**src/rtl/mips_pkg.sv**
```systemverilog
// Shared MIPS definitions: opcodes, bubble encoding, fetch FSM states.
// Pure declarations; no latency or flow control of its own.
package mips_pkg;

  localparam logic [5:0] OP_RTYPE = 6'h00;
  localparam logic [5:0] OP_J     = 6'h02;
  localparam logic [5:0] OP_JAL   = 6'h03;
  localparam logic [5:0] OP_BEQ   = 6'h04;
  localparam logic [5:0] OP_ADDI  = 6'h08;
  localparam logic [5:0] OP_ANDI  = 6'h0C;
  localparam logic [5:0] OP_ORI   = 6'h0D;
  localparam logic [5:0] OP_LW    = 6'h23;
  localparam logic [5:0] OP_SW    = 6'h2B;

  // sll $0,$0,0 -- decodes as R-type with no architectural effect
  localparam logic [31:0] NOP_INSTR = 32'h0000_0000;

  typedef enum logic [1:0] {
    S_REQ   = 2'd0,
    S_DRAIN = 2'd1,
    S_HOLD  = 2'd2
  } fetch_state_t;

  function automatic logic [31:0] jump_target(input logic [3:0] region, input logic [25:0] index);
    return {region, index, 2'b00};
  endfunction

endpackage

```
**src/rtl/mips_next_pc.sv**
```systemverilog
// Redirect detect and target priority mux: EX branch > ID jr > ID j/jal.
// Combinational; stalled ID redirects are masked so ID can re-present them.
module mips_next_pc
  import mips_pkg::*;
(
  input  logic        stall,
  input  logic        ex_branch_taken,
  input  logic [31:0] ex_branch_target,
  input  logic        id_jr,
  input  logic [31:0] id_jr_target,
  input  logic        id_jump,
  input  logic [25:0] id_jump_index,
  input  logic [3:0]  pc_region,
  output logic        redir,
  output logic [31:0] target
);

  logic [31:0] raw_target;

  always_comb begin
    redir = ex_branch_taken | (!stall & (id_jr | id_jump));
    raw_target = jump_target(pc_region, id_jump_index);
    if (ex_branch_taken) begin
      raw_target = ex_branch_target;
    end else if (id_jr) begin
      raw_target = id_jr_target;
    end
    target = raw_target & ~32'h0000_0003;
  end

endmodule

```
**src/rtl/mips_fetch_stage.sv**
```systemverilog
// Fetch stage: PC, imem req/ack fetch FSM and IF/ID register; ack in cycle N shows on ifid_* in N+1.
// Stall parks an acked word in S_HOLD with imem_req low; redirects mid-fetch drain the old request first.
module mips_fetch_stage
  import mips_pkg::*;
#(
  parameter logic [31:0] RESET_PC  = 32'h0000_0000,
  parameter logic [31:0] NOP_INSTR = mips_pkg::NOP_INSTR
) (
  input  logic        clk,
  input  logic        rst,
  output logic        imem_req,
  output logic [31:0] imem_addr,
  input  logic        imem_ack,
  input  logic [31:0] imem_rdata,
  input  logic        stall,
  input  logic        ex_branch_taken,
  input  logic [31:0] ex_branch_target,
  input  logic        id_jr,
  input  logic [31:0] id_jr_target,
  input  logic        id_jump,
  input  logic [25:0] id_jump_index,
  output logic        ifid_valid,
  output logic [31:0] ifid_instr,
  output logic [31:0] ifid_pc4
);

  fetch_state_t state, state_d;
  logic [31:0]  pc, pc_d;
  logic [31:0]  pend_pc, pend_pc_d;
  logic [31:0]  hold_instr, hold_instr_d;
  logic         ifid_valid_d;
  logic [31:0]  ifid_instr_d, ifid_pc4_d;
  logic         redir;
  logic [31:0]  target;
  logic [31:0]  pc_plus4;
  logic         ack;
  logic         deliver;
  logic [31:0]  deliver_instr;

  mips_next_pc u_next_pc (
    .stall            (stall),
    .ex_branch_taken  (ex_branch_taken),
    .ex_branch_target (ex_branch_target),
    .id_jr            (id_jr),
    .id_jr_target     (id_jr_target),
    .id_jump          (id_jump),
    .id_jump_index    (id_jump_index),
    .pc_region        (ifid_pc4[31:28]),
    .redir            (redir),
    .target           (target)
  );

  assign pc_plus4  = pc + 32'd4;
  assign imem_addr = pc;
  assign imem_req  = !rst && ((state == S_REQ) || (state == S_DRAIN));
  assign ack       = imem_ack && imem_req;

  always_comb begin
    state_d       = state;
    pc_d          = pc;
    pend_pc_d     = pend_pc;
    hold_instr_d  = hold_instr;
    deliver       = 1'b0;
    deliver_instr = hold_instr;
    case (state)
      S_REQ: begin
        if (ack) begin
          if (redir) begin
            pc_d = target;
          end else if (stall) begin
            hold_instr_d = imem_rdata;
            state_d      = S_HOLD;
          end else begin
            deliver       = 1'b1;
            deliver_instr = imem_rdata;
            pc_d          = pc_plus4;
          end
        end else if (redir) begin
          // Request stays up; imem must still complete it before we move on
          pend_pc_d = target;
          state_d   = S_DRAIN;
        end
      end
      S_DRAIN: begin
        if (ack) begin
          pc_d    = redir ? target : pend_pc;
          state_d = S_REQ;
        end else if (redir) begin
          pend_pc_d = target;
        end
      end
      S_HOLD: begin
        if (redir) begin
          pc_d    = target;
          state_d = S_REQ;
        end else if (!stall) begin
          deliver = 1'b1;
          pc_d    = pc_plus4;
          state_d = S_REQ;
        end
      end
      default: state_d = S_REQ;
    endcase
  end

  always_comb begin
    ifid_valid_d = 1'b0;
    ifid_instr_d = NOP_INSTR;
    ifid_pc4_d   = ifid_pc4;
    if (redir) begin
      ifid_valid_d = 1'b0;
    end else if (stall) begin
      ifid_valid_d = ifid_valid;
      ifid_instr_d = ifid_instr;
    end else if (deliver) begin
      ifid_valid_d = 1'b1;
      ifid_instr_d = deliver_instr;
      ifid_pc4_d   = pc_plus4;
    end
  end

  always_ff @(posedge clk) begin
    if (rst) begin
      state      <= S_REQ;
      pc         <= RESET_PC;
      pend_pc    <= 32'h0;
      hold_instr <= NOP_INSTR;
      ifid_valid <= 1'b0;
      ifid_instr <= NOP_INSTR;
      ifid_pc4   <= 32'h0;
    end else begin
      state      <= state_d;
      pc         <= pc_d;
      pend_pc    <= pend_pc_d;
      hold_instr <= hold_instr_d;
      ifid_valid <= ifid_valid_d;
      ifid_instr <= ifid_instr_d;
      ifid_pc4   <= ifid_pc4_d;
    end
  end

endmodule

```
**config.mk**
```make
export PLATFORM = sky130hd
export DESIGN_NAME = mips_fetch_stage
export DESIGN_NICKNAME = d
export VERILOG_FILES = /design/src/rtl/mips_pkg.sv /design/src/rtl/mips_next_pc.sv /design/src/rtl/mips_fetch_stage.sv
export SDC_FILE = /design/constraint.sdc
export NUM_CORES = 1
export LEC_CHECK = 0
export CORE_MARGIN = 2
export CORE_UTILIZATION = 32
export CTS_CLUSTER_SIZE = 25
export DETAILED_ROUTE_END_ITERATION = 16
export GPL_ROUTABILITY_DRIVEN = 0
export GPL_TIMING_DRIVEN = 0
export PLACE_DENSITY = 0.68
export SKIP_CTS_REPAIR_TIMING = 1
export SLEW_MARGIN = 20
export SYNTH_ARGS = -nofsm -noshare
export SYNTH_HDL_FRONTEND = slang
export SYNTH_SLANG_ARGS = --single-unit
```
**constraint.sdc**
```tcl
create_clock -name clk -period 2.84 [get_ports clk]
set_input_delay 0.852 -clock clk [delete_from_list [all_inputs] [get_ports clk]]
set_output_delay 0.852 -clock clk [all_outputs]
set_load 0.01 [all_outputs]
```
==> out/metrics.yaml, run 1 <==
clock_tree:
  max-clock-path-buffers: 2
  ctsHtreeMaxLevel: 4
  numCtsBuffers: 17
  cts.root.buffer_cell: "sky130_fd_sc_hd__clkbuf_16"
  clock_insertion_delay_worst_skew_ns: 0.43
  worst_setup_hold_path_clk_slew_ns: 0.07
  tritoncts: "yes"
  clock_sinks: 163
place:
  place.port_buffers: 220
  dpl.hpwl_um: 21400
  dp.cells: 1553
  detailedPlace.worstSlack_ns: -1.15
  placed_cell_area_sq_mm: 0.0106
setup_path:
  worstPathArrival_ns: 3.08
  worst_setup_path_end_kind: "flop"
  r2r.worst_path.cells: 7
  crit_fanout: 10
  critPathRequiredTime_ns: 3.15
  crit_type: "input port to flop"
  timing.critical_path.from_type: "input port"
min_path:
  worst_hold_path.num_cells: 2
  hold_path_class: "flop to flop"
final_layout:
  final_cell_area_sq_mm: 0.0113
  layout_commonest_cell: "sky130_fd_sc_hd__clkdlybuf4s50_1"
  share_of_final_layout_standard_cells_stronger_than_drive_strength_1: 0.0911
  finish.utilization: 0.462
  diodes: 0
  post_layout_nonfiller_instances: 1586
  synthesis_to_layout_area_growth_pct: 40.9
  fin_nets: 1379
  layout_common_cells: "sky130_fd_sc_hd__clkdlybuf4s50_1, sky130_fd_sc_hd__nand2_1, sky130_fd_sc_hd__dfxtp_1"
synth:
  postSynth.asyncResetShare: 0
  synthesis.nets: 1139
  synth_enable_flop_cells: 0
  synth_top_flop_cell: "sky130_fd_sc_hd__dfxtp_1"
  post_synthesis_cell_count: 1009
  ys_seq_elements: 163
  synthesis.area_sq_mm: 0.00802
  synthesis.yosys.warnings: 0
  avgSynthCellArea_sq_um: 7.95
  synth.distinct_cells: 57
  synth_sequential_area_ratio: 0.407
power_and_ir_drop:
  powerDensity_mw_per_mm2: 503
  report.power.total_mw: 5.68
  part_of_the_total_power_dissipated_in_sequential_elements: 0.434
  static-leakage-power_nw: 3.97
  p_sw_mw: 1.69
  p_int_mw: 4.00
  ir_worst_vdd_uv: 409
  power.combinational.fraction: 0.166
  p_sw_frac: 0.297
  clk_pwr_share: 0.400
detailed_routing:
  finalWirelength_um: 27800
  detail_route.drc_violations: 0
  routed_vias: 8363
  ant_nets: 0
  detail_route.vias_per_cell: 5.27
  detail_route.wl_per_cell_um: 17.6
  first_iter_violations: 661
  drt_pre_antenna_iters: 5
timing:
  worstMarginPinSlew_ns: 1.06
  finalWorstSetupSlack_ns: 0.0716
  grt_setup_unrepaired: "no"
  final-max-slew-violation-count: 0
  fin_crit_ns: 2.77
  post-route-period-util: 0.975
  fin_hold_ws_ns: 0.451
  setup-violations-final: 0
  fmax_mhz: 361
  hold_violations: 0
  tns_ns: 0
  clock-skew-final_ns: 0.0124
  slew_headroom: 0.285
global_route:
  groute.usage.overall: 0.207
  grt_first_pass_wirelength_um: 42900
  antenna_found_initial: 0
  grt_pass1_vias: 7639
  grt_start_max_net_pins: 19
  overflow: 0
floorplanning:
  initial_utilization: 0.328
  ios: 227
  chipHeight_um: 162
  floorplan.die.width_um: 162
  floorplan.rows: 57
  core-area_sq_mm: 0.0245
  dieArea_sq_mm: 0.0263
run_status:
  run_status: "complete, no violations"
flow_run:
  drv.max_cap_violation_count: 0
-- registers in the layout (all words and copies together) (netlist names) --
signal      flops
hold_instr     32
ifid_instr     32
ifid_pc4       32
ifid_valid      1
imem_addr      32
pend_pc        32
state           2
-- final cells by class --
type,instances,area (sq um)
plain buffers,86,367
clock buffers,17,425
clock inverters,15,166
fillers,2417,13200
inverters,9,33.8
multi-input cells,750,4420
flip-flops and latches,163,3260
well taps,324,405
repair buffers,222,2210
-- power by group through the flow --
| stage | Sequential [mW] | Combinational (mW) | Clock, mW |
|---|---|---|---|
| floorplan | 2.51 | 0.449 | 0 |
| global placement | 2.52 | 0.910 | 0 |
| detailed placement | 2.52 | 0.919 | 0 |
| CTS | 2.47 | 0.924 | 2.29 |
| global route | 2.48 | 1.02 | 2.38 |
| finish | 2.47 | 0.941 | 2.27 |
-- synthesized netlist by cell type (4+ instances only) --
cell type / number / area share
sky130_fd_sc_hd__nand2_1: 194 / 0.091
sky130_fd_sc_hd__dfxtp_1: 163 / 0.41
sky130_fd_sc_hd__a21oi_1: 100 / 0.062
sky130_fd_sc_hd__nor2_1: 83 / 0.039
sky130_fd_sc_hd__clkbuf_1: 76 / 0.036
sky130_fd_sc_hd__o21ai_0: 51 / 0.032
sky130_fd_sc_hd__mux2_2: 34 / 0.048
sky130_fd_sc_hd__a22oi_1: 32 / 0.030
sky130_fd_sc_hd__mux2i_1: 32 / 0.040
sky130_fd_sc_hd__a211oi_1: 28 / 0.026
sky130_fd_sc_hd__nand3_1: 24 / 0.015
sky130_fd_sc_hd__and3_1: 15 / 0.012
sky130_fd_sc_hd__nor4_1: 15 / 0.012
sky130_fd_sc_hd__nor3_1: 14 / 0.0087
sky130_fd_sc_hd__xnor2_1: 14 / 0.015
sky130_fd_sc_hd__xor2_1: 13 / 0.014
sky130_fd_sc_hd__nand4_1: 11 / 0.0086
sky130_fd_sc_hd__a31oi_1: 10 / 0.0078
sky130_fd_sc_hd__and4_1: 10 / 0.011
sky130_fd_sc_hd__inv_1: 9 / 0.0042
sky130_fd_sc_hd__buf_2: 7 / 0.0044
sky130_fd_sc_hd__a211o_1: 5 / 0.0055
sky130_fd_sc_hd__o211ai_1: 5 / 0.0047
sky130_fd_sc_hd__o221ai_1: 5 / 0.0055
sky130_fd_sc_hd__nand2b_1: 4 / 0.0031
-- cell families after synthesis --
logic type	count (synthesis)	share of synthesized area
and+or+nand+nor	390	0.221
AOI/OAI and AO/OA	266	0.207
DFF	163	0.407
buffers and inverters	96	0.0470
muxes	66	0.0877
xor gates and xnor gates	27	0.0295
adders and majority gates	1	0.00156
-- path summary, 6_finish.rpt --
path	from	to	slack, ns
setup / recovery	stall	imem_addr[21]	0.07
hold / removal	pend_pc[29]	pend_pc[29]	0.45
setup reg to reg	imem_addr[4]	imem_addr[28]	0.24
hold reg to reg	pend_pc[29]	pend_pc[29]	0.45
-- critical path, stage by stage --
cell and delay (ns):
sky130_fd_sc_hd__clkdlybuf4s50_1 0.50, sky130_fd_sc_hd__or3b_2 0.48, sky130_fd_sc_hd__o211ai_1 0.24, sky130_fd_sc_hd__buf_4 0.25
sky130_fd_sc_hd__clkbuf_1 0.48, sky130_fd_sc_hd__a21oi_1 0.10, sky130_fd_sc_hd__o32ai_1 0.18
-- per-layer routing --
| metal | vias up | global-route usage | wire length, um |
|---|---|---|---|
| met5 | - | 0 | 0 |
| met4 | 0 | 0.0768 | 812 |
| met3 | 51 | 0.0317 | 2130 |
| met2 | 419 | 0.319 | 12400 |
| met1 | 3830 | 0.292 | 12500 |
| li1 | 4063 | - | - |
Power figures use the tool's default switching activity.
==> run 2, diff against run 1 <==
Settings changed: GPL_ROUTABILITY_DRIVEN 0 to not set.
==> run 2 against run 1 <==
Against the previous run:
- first-iteration DRC count grew 2.0%
- sequential share of layout area shrank 0.080 points
- cell area is 0.28% higher
- setup slack lost 0.022 ns
- cell count barely moved
- via count down 0.97%
- register-to-register slack worse by 0.08 ns
- highest routed layer unchanged
- critical endpoint is now imem_addr[26]
- critical path depth unchanged
- clock power is 5% higher
- largest cell class unchanged
==> out/metrics.yaml, run 2 (synthesis results as in run 1) <==
timing:
  fmax_mhz: 358
  post-route-period-util: 0.983
  hold_violations: 0
  slew_headroom: 0.219
  worstMarginPinSlew_ns: 1.16
  final-max-slew-violation-count: 0
  setup-violations-final: 0
  grt_setup_unrepaired: "yes"
  clock-skew-final_ns: 0.0125
  tns_ns: 0
  fin_crit_ns: 2.79
detailed_routing:
  finalWirelength_um: 28000
  drt_pre_antenna_iters: 6
  first_iter_violations: 674
  routed_vias: 8282
  detail_route.vias_per_cell: 5.22
  detail_route.drc_violations: 0
  ant_nets: 0
  detail_route.wl_per_cell_um: 17.6
setup_path:
  timing.rr.end: "imem_addr[28]"
  crit_type: "input port to flop"
  slowest_stage: "sky130_fd_sc_hd__clkdlybuf4s50_1"
  worstPathArrival_ns: 3.14
  slowest_stage_delay_on_critical_path_ns: 0.50
  critPathRequiredTime_ns: 3.19
  regToRegStartpoint: "imem_addr[2]"
  crit_fanout: 10
  r2r.worst_path.cells: 6
  worst-path-buf-inv: 2
  worst-r2r-setup-slack_ns: 0.16
  timing.critical_path.from_type: "input port"
  critical_path.top_delay_family: "simple AND/OR/NAND/NOR gates"
  worst_setup_path_end_kind: "flop"
  timing.critical_path.cells: "clkdlybuf4s50_1 -> clkbuf_2 -> o21ba_2 -> nor3_1 -> nand2_1 -> or3_1 -> a31oi_1"
global_route:
  overflow: 0
  grt_first_pass_wirelength_um: 42800
  grt_pass1_vias: 7584
  groute.usage.overall: 0.207
  antenna_found_initial: 0
  grt_start_max_net_pins: 19
final_layout:
  layout_common_cells: "sky130_fd_sc_hd__clkdlybuf4s50_1, sky130_fd_sc_hd__nand2_1, sky130_fd_sc_hd__dfxtp_1"
  fin_nets: 1380
  diodes: 0
  synthesis_to_layout_area_growth_pct: 41.3
  share_of_final_layout_standard_cells_stronger_than_drive_strength_1: 0.0895
  final_cell_area_sq_mm: 0.0113
  layout_commonest_cell: "sky130_fd_sc_hd__clkdlybuf4s50_1"
  post_layout_nonfiller_instances: 1587
clock_tree:
  cts.root.buffer_cell: "sky130_fd_sc_hd__clkbuf_16"
  ctsHtreeMaxLevel: 4
  max-clock-path-buffers: 2
  numCtsBuffers: 17
  clock_sinks: 163
  worst_setup_hold_path_clk_slew_ns: 0.07
  clock_insertion_delay_worst_skew_ns: 0.43
  tritoncts: "yes"
place:
  dp.cells: 1553
  placed_cell_area_sq_mm: 0.0106
  gp_routability_congestion: 0.915
  place.port_buffers: 220
  dpl.hpwl_um: 21500
floorplanning:
  ios: 227
  floorplan.rows: 57
  chipHeight_um: 162
  floorplan.die.width_um: 162
  initial_utilization: 0.328
  core-area_sq_mm: 0.0245
  dieArea_sq_mm: 0.0263
min_path:
  worst_hold_path.num_cells: 2
  hold_path.startpoint: "hold_instr[6]"
  hold_path_class: "flop to flop"
  hold-path-endpoint: "hold_instr[6]"
power_and_ir_drop:
  report.power.total_mw: 5.79
  ir_worst_vdd_uv: 435
  powerDensity_mw_per_mm2: 511
  static-leakage-power_nw: 3.99
flow_run:
  drv.max_cap_violation_count: 0
run_status:
  run_status: "complete, no violations"
-- run 2: area by class of cell --
class / count / area, sq um
fillers: 2399 / 13100
inverters: 9 / 33.8
plain buffers: 86 / 364
clock inverters: 15 / 185
repair buffers: 223 / 2230
well taps: 324 / 405
flip-flops and latches: 163 / 3260
clock buffers: 17 / 425
multi-input cells: 750 / 4420
-- run 2: worst min-delay path: stages (launching register included) --
cell and delay [ns]:
sky130_fd_sc_hd__dfxtp_1 0.31, sky130_fd_sc_hd__nand2_1 0.05, sky130_fd_sc_hd__a21oi_1 0.05
-- run 2: where the power goes --
part	internal [mW]	switching, mW	leakage (nW)
sequential	2.38	0.0951	1.33
combinational	0.445	0.497	2.37
clock	1.27	1.11	0.299
-- run 2: through the flow --
step	setup WS (ns)	hold WS, ns	utilization
6_report	0.0494	0.454	0.463
5_1_grt	-0.113	0.469	0.463
4_1_cts	-0.945	0.456	0.459
3_5_place_dp	-1.14	0.446	0.434
3_3_place_gp	-1.06	0.439	0.434
2_1_floorplan	0.221	0.431	-
-- run 2: worst max path at each step --
stage          cells past startpoint            end  startpoint  slack [ns]
4_1_cts                            5       imem_req         rst       -0.95
2_1_floorplan                      7   ifid_pc4[14]       id_jr        0.22
6_report                           7  imem_addr[26]       stall        0.05
3_3_place_gp                       7   ifid_pc4[30]     id_jump       -1.06
3_5_place_dp                       7   ifid_pc4[29]     id_jump       -1.14
5_1_grt                            7  imem_addr[26]       stall       -0.11
-- run 2: routing by layer --
layer | share of wire | wire length (um) | global-route usage
met2 | 0.45 | 12600 | 0.320
met1 | 0.45 | 12600 | 0.287
met3 | 0.077 | 2150 | 0.0419
met5 | 0 | 0 | 0
met4 | 0.024 | 683 | 0.0704
==> run 3, diff against run 2 <==
==> constraint.sdc (replaced) <==
create_clock -name clk -period 2.84 [get_ports clk]
set_input_delay 0.568 -clock clk [delete_from_list [all_inputs] [get_ports clk]]
set_output_delay 0.568 -clock clk [all_outputs]
set_load 0.01 [all_outputs]
==> run 3 against run 2 <==
Against the previous run:
- clock-buffer cell count is the same
- register-to-register slack gained 0.06 ns
- setup slack gained 0.028 ns
- critical path type unchanged
- sequential power is essentially flat
- global-route usage is the same
- maximum frequency grew 1.0%
- sequential cell count is the same
- routed wire length shrank 0.39%
- clock power is essentially flat
- hold slack lost 0.0014 ns
- sequential share of layout area grew 0.096 points
==> out/metrics.yaml, run 3 (synthesis results as in run 1) <==
final_layout:
  fin_nets: 1380
  share_of_final_layout_standard_cells_stronger_than_drive_strength_1: 0.0800
  synthesis_to_layout_area_growth_pct: 40.8
  layout_common_cells: "sky130_fd_sc_hd__clkdlybuf4s50_1, sky130_fd_sc_hd__nand2_1, sky130_fd_sc_hd__dfxtp_1"
  layout_commonest_cell: "sky130_fd_sc_hd__clkdlybuf4s50_1"
  diodes: 0
  finish.utilization: 0.462
floorplanning:
  chipHeight_um: 162
  floorplan.rows: 57
  initial_utilization: 0.328
  floorplan.die.width_um: 162
  ios: 227
  core-area_sq_mm: 0.0245
  dieArea_sq_mm: 0.0263
global_route:
  grt_pass1_vias: 7584
  overflow: 0
  grt_most_used_layer: "met2"
  grt_start_max_net_pins: 19
  grt_first_pass_wirelength_um: 42800
  groute.usage.overall: 0.207
  grt_util_met2: 0.320
  met1_usage: 0.287
  grt.met3_usage: 0.0419
  antenna_found_initial: 0
setup_path:
  critical_path.startpoint: "imem_ack"
  slowest_stage_delay_on_critical_path_ns: 0.53
  r2r.worst_path.cells: 6
  crit_fanout: 10
  regToRegStartpoint: "state[1]"
  critPathRequiredTime_ns: 3.19
  slowest_stage: "sky130_fd_sc_hd__clkdlybuf4s50_1"
  worstPathArrival_ns: 3.11
  worst_setup_path_end_kind: "flop"
  worst-r2r-setup-slack_ns: 0.22
  timing.critical_path.cells: "clkdlybuf4s50_1 -> nor2b_1 -> o211a_1 -> clkbuf_1 -> clkbuf_1 -> clkbuf_2 -> o221ai_1 -> a21oi_1"
  cp_common_cell: "sky130_fd_sc_hd__clkbuf_1"
  timing.critical_path.from_type: "input port"
  crit_type: "input port to flop"
  timing.rr.end: "ifid_instr[5]"
flow_run:
  drv.max_cap_violation_count: 0
timing:
  post-route-period-util: 0.973
  fin_crit_ns: 2.76
  fmax_mhz: 362
  clock-skew-final_ns: 0.0113
  slew_headroom: 0.304
  grt_setup_unrepaired: "yes"
  finalWorstSetupSlack_ns: 0.0775
  final-max-slew-violation-count: 0
  worstMarginPinSlew_ns: 1.03
  hold_violations: 0
  setup-violations-final: 0
detailed_routing:
  detail_route.wl_per_cell_um: 17.6
  detail_route.vias_per_cell: 5.21
  detail_route.drc_violations: 0
  routed_vias: 8262
  first_iter_violations: 721
  ant_nets: 0
  drt_pre_antenna_iters: 5
  finalWirelength_um: 27900
min_path:
  worst_hold_path.num_cells: 2
  hold-path-endpoint: "hold_instr[6]"
  hold_path.startpoint: "hold_instr[6]"
  hold_path_class: "flop to flop"
clock_tree:
  tritoncts: "yes"
  ctsHtreeMaxLevel: 4
  clock_sinks: 163
  numCtsBuffers: 17
  worst_setup_hold_path_clk_slew_ns: 0.07
  cts.root.buffer_cell: "sky130_fd_sc_hd__clkbuf_16"
  max-clock-path-buffers: 2
  clock_insertion_delay_worst_skew_ns: 0.43
power_and_ir_drop:
  powerDensity_mw_per_mm2: 512
  static-leakage-power_nw: 3.95
  ir_worst_vdd_uv: 432
place:
  detailedPlace.worstSlack_ns: -0.855
  dpl.hpwl_um: 21500
  place.port_buffers: 220
  gp_routability_congestion: 0.915
run_status:
  run_status: "complete, no violations"
-- run 3: layout make-up --
class,instances,area [sq um]
inverter,9,33.8
multi-input combinational,750,4400
tap,324,405
sequential,163,3260
clock buffer,17,425
fill,2405,13200
timing repair buffer,223,2230
clock inverter,15,185
buffer,86,353
-- run 3: layer usage --
layer,wire (um),share of wire,up-vias
met5,0,0,-
met4,695,0.025,0
met3,2160,0.077,41
met2,12500,0.45,381
met1,12500,0.45,3761
li1,-,-,4079
-- run 3: per-stage QoR --
step / setup TNS [ns] / hold WS, ns / instance area, sq um / power (mW) / instances
2_1_floorplan: 0 / 0.431 / 8020 / 2.96 / 1009
3_5_place_dp: -60.77 / 0.446 / 10600 / 3.44 / 1553
3_3_place_gp: -58.27 / 0.439 / 10600 / 3.43 / 1553
5_1_grt: -0.0362 / 0.469 / 11300 / 5.98 / 1587
6_report: 0 / 0.453 / 11300 / 5.78 / 1587
4_1_cts: -16.04 / 0.456 / 11200 / 5.79 / 1585
-- run 3: power by group --
part / internal, mW / total, mW / switching (mW)
logic: 0.441 / 0.936 / 0.495
registers: 2.38 / 2.47 / 0.0943
clock network: 1.27 / 2.38 / 1.11
-- run 3: worst max path at each step --
stage                          endpoint  slack [ns]  cells after the start
final                     imem_addr[20]        0.08                      8
after global routing      imem_addr[20]       -0.03                      8
after CTS                  ifid_pc4[30]       -0.41                      7
after detailed placement   ifid_pc4[29]       -0.86                      7
after global placement     ifid_pc4[30]       -0.77                      7
after floorplan            ifid_pc4[14]        0.50                      7
-- run 3: critical path, delay by kind of cell --
family / cells / cell delay, ns
AOI/OAI and AO/OA: 3 / 0.57
and+or+nand+nor: 1 / 0.37
buffers and inverters: 4 / 1.59
